**src/rtl/block_assembler.sv**
```systemverilog
// Packs 32-bit little-endian words into 128-bit Ascon rate blocks.
// Applies 0x01 padding and emits an extra pad-only block when a stream ends on a block boundary.
module block_assembler (
  input  logic         clk,
  input  logic         rst_n,
  input  logic         clear,
  input  logic [31:0]  in_data,
  input  logic         in_valid,
  output logic         in_ready,
  input  logic         in_last,
  input  logic [2:0]   in_nbytes,
  output logic [127:0] out_data,
  output logic [4:0]   out_nbytes,
  output logic         out_padded,
  output logic         out_last,
  output logic         out_valid,
  input  logic         out_ready
);

  typedef enum logic [1:0] {FILL, EMIT, EMIT_PAD} state_t;

  state_t       state, state_nxt;
  logic [1:0]   idx, idx_nxt;
  logic [127:0] blk_p0, blk_nxt;
  logic [4:0]   nbytes_p0, nbytes_nxt;
  logic         padded_p0, padded_nxt;
  logic         last_p0, last_nxt;
  logic         pend, pend_nxt;
  logic [2:0]   nb;
  logic [31:0]  word;
  logic [4:0]   total;

  function automatic logic [2:0] clamp_nbytes(input logic last, input logic [2:0] n);
    if (!last || n > 3'd4) return 3'd4;
    return n;
  endfunction

  function automatic logic [31:0] mask_word(input logic [31:0] d, input logic [2:0] n);
    logic [31:0] m;
    m = '0;
    for (int k = 0; k < 4; k++)
      if (3'(k) < n) m[8*k +: 8] = d[8*k +: 8];
    return m;
  endfunction

  assign nb    = clamp_nbytes(in_last, in_nbytes);
  assign word  = mask_word(in_data, nb);
  assign total = {1'b0, idx, 2'b00} + {2'b00, nb};

  always_comb begin
    state_nxt  = state;
    idx_nxt    = idx;
    blk_nxt    = blk_p0;
    nbytes_nxt = nbytes_p0;
    padded_nxt = padded_p0;
    last_nxt   = last_p0;
    pend_nxt   = pend;
    if (clear) begin
      state_nxt  = FILL;
      idx_nxt    = 2'd0;
      blk_nxt    = '0;
      nbytes_nxt = 5'd0;
      padded_nxt = 1'b0;
      last_nxt   = 1'b0;
      pend_nxt   = 1'b0;
    end else begin
      case (state)
        FILL: begin
          if (in_valid) begin
            for (int s = 0; s < 4; s++)
              if (2'(s) == idx) blk_nxt[32*s +: 32] = word;
            idx_nxt = idx + 2'd1;
            if (in_last && total != 5'd16) begin
              // Pad byte may land inside this word or at byte 0 of the next slot.
              for (int k = 0; k < 16; k++)
                if (5'(k) == total) blk_nxt[8*k +: 8] = 8'h01;
              nbytes_nxt = total;
              padded_nxt = 1'b1;
              last_nxt   = 1'b1;
              state_nxt  = EMIT;
            end else if (in_last || idx == 2'd3) begin
              nbytes_nxt = 5'd16;
              padded_nxt = 1'b0;
              last_nxt   = 1'b0;
              pend_nxt   = in_last;
              state_nxt  = EMIT;
            end
          end
        end
        EMIT: begin
          if (out_ready) begin
            idx_nxt = 2'd0;
            if (pend) begin
              blk_nxt    = 128'h1;
              nbytes_nxt = 5'd0;
              padded_nxt = 1'b1;
              last_nxt   = 1'b1;
              pend_nxt   = 1'b0;
              state_nxt  = EMIT_PAD;
            end else begin
              blk_nxt    = '0;
              nbytes_nxt = 5'd0;
              padded_nxt = 1'b0;
              last_nxt   = 1'b0;
              state_nxt  = FILL;
            end
          end
        end
        EMIT_PAD: begin
          if (out_ready) begin
            blk_nxt    = '0;
            nbytes_nxt = 5'd0;
            padded_nxt = 1'b0;
            last_nxt   = 1'b0;
            idx_nxt    = 2'd0;
            state_nxt  = FILL;
          end
        end
        default: state_nxt = FILL;
      endcase
    end
  end

  // Stage p0: block register and its sideband
  always_ff @(posedge clk or negedge rst_n) begin
    if (!rst_n) begin
      state     <= FILL;
      idx       <= 2'd0;
      blk_p0    <= '0;
      nbytes_p0 <= 5'd0;
      padded_p0 <= 1'b0;
      last_p0   <= 1'b0;
      pend      <= 1'b0;
    end else begin
      state     <= state_nxt;
      idx       <= idx_nxt;
      blk_p0    <= blk_nxt;
      nbytes_p0 <= nbytes_nxt;
      padded_p0 <= padded_nxt;
      last_p0   <= last_nxt;
      pend      <= pend_nxt;
    end
  end

  assign in_ready   = (state == FILL);
  assign out_valid  = (state != FILL);
  assign out_data   = blk_p0;
  assign out_nbytes = nbytes_p0;
  assign out_padded = padded_p0;
  assign out_last   = last_p0;

endmodule

```
**config.mk**
```make
export PLATFORM = sky130hd
export DESIGN_NAME = block_assembler
export DESIGN_NICKNAME = d
export VERILOG_FILES = /design/src/rtl/block_assembler.sv
export SDC_FILE = /design/constraint.sdc
export NUM_CORES = 1
export LEC_CHECK = 0
export CAP_MARGIN = 20
export CORE_MARGIN = 8
export CORE_UTILIZATION = 40
export CTS_CLUSTER_DIAMETER = 40
export DETAILED_ROUTE_END_ITERATION = 8
export PLACE_DENSITY_LB_ADDON = 0.1
export SYNTH_ARGS = -nofsm -noshare
export SYNTH_HDL_FRONTEND = slang
export SYNTH_SLANG_ARGS = --single-unit
export TNS_END_PERCENT = 100
```
**constraint.sdc**
```tcl
create_clock -name clk -period 2.15 [get_ports clk]
set_input_delay 0.43 -clock clk [delete_from_list [all_inputs] [get_ports clk]]
set_output_delay 0.43 -clock clk [all_outputs]
set_load 0.05 [all_outputs]
```
==> metrics.md <==
| Metric | Value |
|---|---|
| IO Pins | 178 |
| Hold EP | out_data[49] |
| Top post-synthesis cells by area | dfrtp_1, o2bb2ai_1, a32o_1, a22o_1, ha_1 |
| # rows | 44 |
| Slew headroom | 62.31% |
| Initial DRC count | 323 |
| Commonest cells after routing, fill and taps aside | clkdlybuf4s50_1, dfrtp_1, buf_4 |
| Fmax | 462.8 MHz |
| Drc violations | 0 |
| Final estimated routing congestion in global placement | 0.8524 |
| Via-to-Cell Ratio | 5.678 |
| Primary FF master, synth | dfrtp_1 |
| P_sw | 2.771 mW |
| Core area | 14480 sq um |
| PD cells | 884.4 nW/um^2 |
| Comb pwr share | 30.5% |
| Die width | 137.3 um |
| Initial antenna violation count | 1 |
| Largest net degree at the start of global routing | 56 |
| Status | finished, violations left |
| Crit path capture type | register |
| Worst-Margin Slew | 0.5636 ns |
| Finished Cell Area | 9395 sq um |
| FF+latch count, synth | 139 |
| Crit share post-route | 100.5% |
| Max Cap Viol | 0 |
| CP max-delay cell | or3b_4 |
| Area growth from synthesis to layout | 59.63% |
| EDFF count, synth | 0 |
| Async set-or-reset flop fraction in the synthesized netlist | 100.0% |
| DIE AREA | 18850 sq um |
| Post-Syn Instances | 463 |
| Netlist Area Pre-Place | 5886 sq um |
| CTS buffer count | 17 |
| Worst Path Arrival | 2.45 ns |
| Setup violators final | 1 |
| Clk sink count | 139 |
| Die Span Y | 137.3 um |
| Mapped Nets | 514 |
| Syn avg cell area | 12.71 sq um |
| RSZ-0062 raised after global routing | yes |
| Post-DRT Antenna Nets | 0 |
| Final Slew Violations | 0 |
| Final WL | 20140 um |
| Root buf cell | clkbuf_16 |
| HP Class | reg -> reg |
| Routed vias | 5190 |
| Sw Ratio | 33.34% |
| Req. time, crit path | 2.44 ns |
| Worst Path Buf+Inv | 3 |
| Static Leakage | 4.011 nW |
| Seq pwr share | 34.3% |
| Layout cells sized above 1 | 25.00% |
| Initial Utilization | 40.65% |
| Clk slew on worst S/H paths | 0.06 ns |
| WHS | 0.4861 ns |
| Overall power | 8.309 mW |
| Clk_lat worst skew | 0.42 ns |
| Reg-to-Reg Start | idx[0] |
| Final hold vios | 0 |
| Clock power share | 35.2% |
| Drt first pass iters | 4 |
| Crit path time final | 2.161 ns |
| Total GRT Usage | 21.31% |
| Internal | 5.538 mW |
| Reg-to-reg endpoint | out_data[33] |
| CTS tree | built |
| I/O Buffers | 177 |
| Crit path largest cell delay | 0.43 ns |
| Number of synthesis warnings | 0 |
| Synth unique cells | 52 |
| Commonest non-fill, non-tap cell in the layout | clkdlybuf4s50_1 |
| FF-to-FF setup slack | 0 ns |
| DP HPWL | 14580 um |
| Top delay family on crit path | simple AND/OR/NAND/NOR gates |
| Post-synth top area share | 59.10% |
| Crit Path Class | in -> reg |
| R2r worst-path depth | 7 |
| Worst setup margin | -0.01085 ns |
| Clk buf depth | 2 |
| Seq/Total Area, Yosys | 59.10% |
| CTS HTree Levels | 4 |
| Post-DP Area | 8443 sq um |
| VDD IR max | 0.5873 mV |
| Global route overflow | 0 |
| Wire length per cell | 22.03 um |
| Cell taking the most area after synthesis | dfrtp_1 |
| Startpoint types | input port |
| Nets@finish | 766 |
| Cell-by-cell trace of the critical path | clkdlybuf4s15_2, nor2b_4, clkinv_4, ha_4, ha_4, buf_6, or3b_4, nor3_4, nand3b_1, o2bb2ai_1 |
| Hold depth | 1 |
| Setup Skew | 0.007646 ns |
| First-pass GRT wire length | 30450 um |
| Hold Path Origin | out_data[49] |
| Vias in the first global route | 5306 |
| CP Max Fanout | 7 |
| Failing checks | setup timing |
| Most used cell, CP | ha_4 |
-- sequential cells by signal, indices dropped and copies added, names as in the netlist --
signal      cells
pend            1
out_last        1
idx             2
state           2
out_data      128
out_nbytes      5
-- logic make-up after synthesis --
kind of cell	share of synthesized area (%)
AOI/OAI and AO/OA	26.32
muxes	0.7865
adders and majority gates	2.126
DFF	59.10
and+or+nand+nor	8.971
buffers and inverters	2.700
-- per-stage QoR --
stage	util (%)	TNS [ns]	cells	setup slack [ns]
2_1_floorplan	-	-19.22	463	-0.3128
3_3_place_gp	58.31	-73.32	864	-0.6976
3_5_place_dp	58.31	-78.68	864	-0.7948
4_1_cts	63.13	-0.01963	899	-0.006201
5_1_grt	64.85	-0.2010	912	-0.03976
6_report	64.89	-0.01085	914	-0.01085
-- cell usage after synthesis, drive strengths merged, types with 3 or more instances --
| cell | count |
|---|---|
| dfrtp | 139 |
| o2bb2ai | 65 |
| a32o | 39 |
| a22o | 30 |
| nand2 | 24 |
| o21ai | 21 |
| clkbuf | 16 |
| a31oi | 15 |
| nor2 | 15 |
| buf | 10 |
| ha | 10 |
| inv | 9 |
| a21oi | 6 |
| nand2b | 6 |
| nand3b | 6 |
| or3 | 6 |
| and3 | 5 |
| nor3 | 5 |
| nand3 | 4 |
| a2bb2oi | 3 |
| nor3b | 3 |
-- what timing repair did --
item                                    4_1_cts  5_1_grt
gates resized for setup                      25       31
pin swaps                                     6       20
endpoints found under the setup margin      122      116
buffers inserted                              2       13
hold buffers                                  1        0
endpoints found under the hold margin        45        0
-- power by group through the flow --
| stage | logic, mW | clock network [mW] | registers (mW) |
|---|---|---|---|
| 5_1_grt | 2.67 | 3.08 | 2.87 |
| 2_1_floorplan | 0.858 | 0 | 3.32 |
| 6_report | 2.54 | 2.92 | 2.85 |
| 4_1_cts | 2.35 | 2.96 | 2.85 |
| 3_5_place_dp | 2.29 | 0 | 2.89 |
| 3_3_place_gp | 2.25 | 0 | 2.89 |
-- how the worst max path moves through the flow --
stage / depth (start not counted) / start / end
6_report: 10 / in_last / out_data[33]
5_1_grt: 7 / idx[0] / out_data[39]
2_1_floorplan: 9 / in_last / out_data[1]
3_5_place_dp: 9 / in_last / out_data[33]
4_1_cts: 6 / idx[0] / out_data[5]
3_3_place_gp: 9 / in_last / out_data[37]
-- layer usage --
layer  GRT usage [%]  part of all wire, %  vias to the layer above
li1                -                    -                     2353
met1           27.02                   42                     2624
met2           33.37                   47                      196
met3           7.732                  9.6                       17
met4           6.578                  1.0                        0
met5               0                    0                        -
-- cell type report --
type,instances,area [sq um]
fill,1129,5084
clock buffer,23,478.0
antenna,2,5.005
inverter,10,42.54
clock inverter,9,113.9
timing repair buffer,259,2472
tap,184,230.2
sequential,139,3478
multi-input combinational,288,2575
Note: power is estimated with default switching activity, not from simulation.
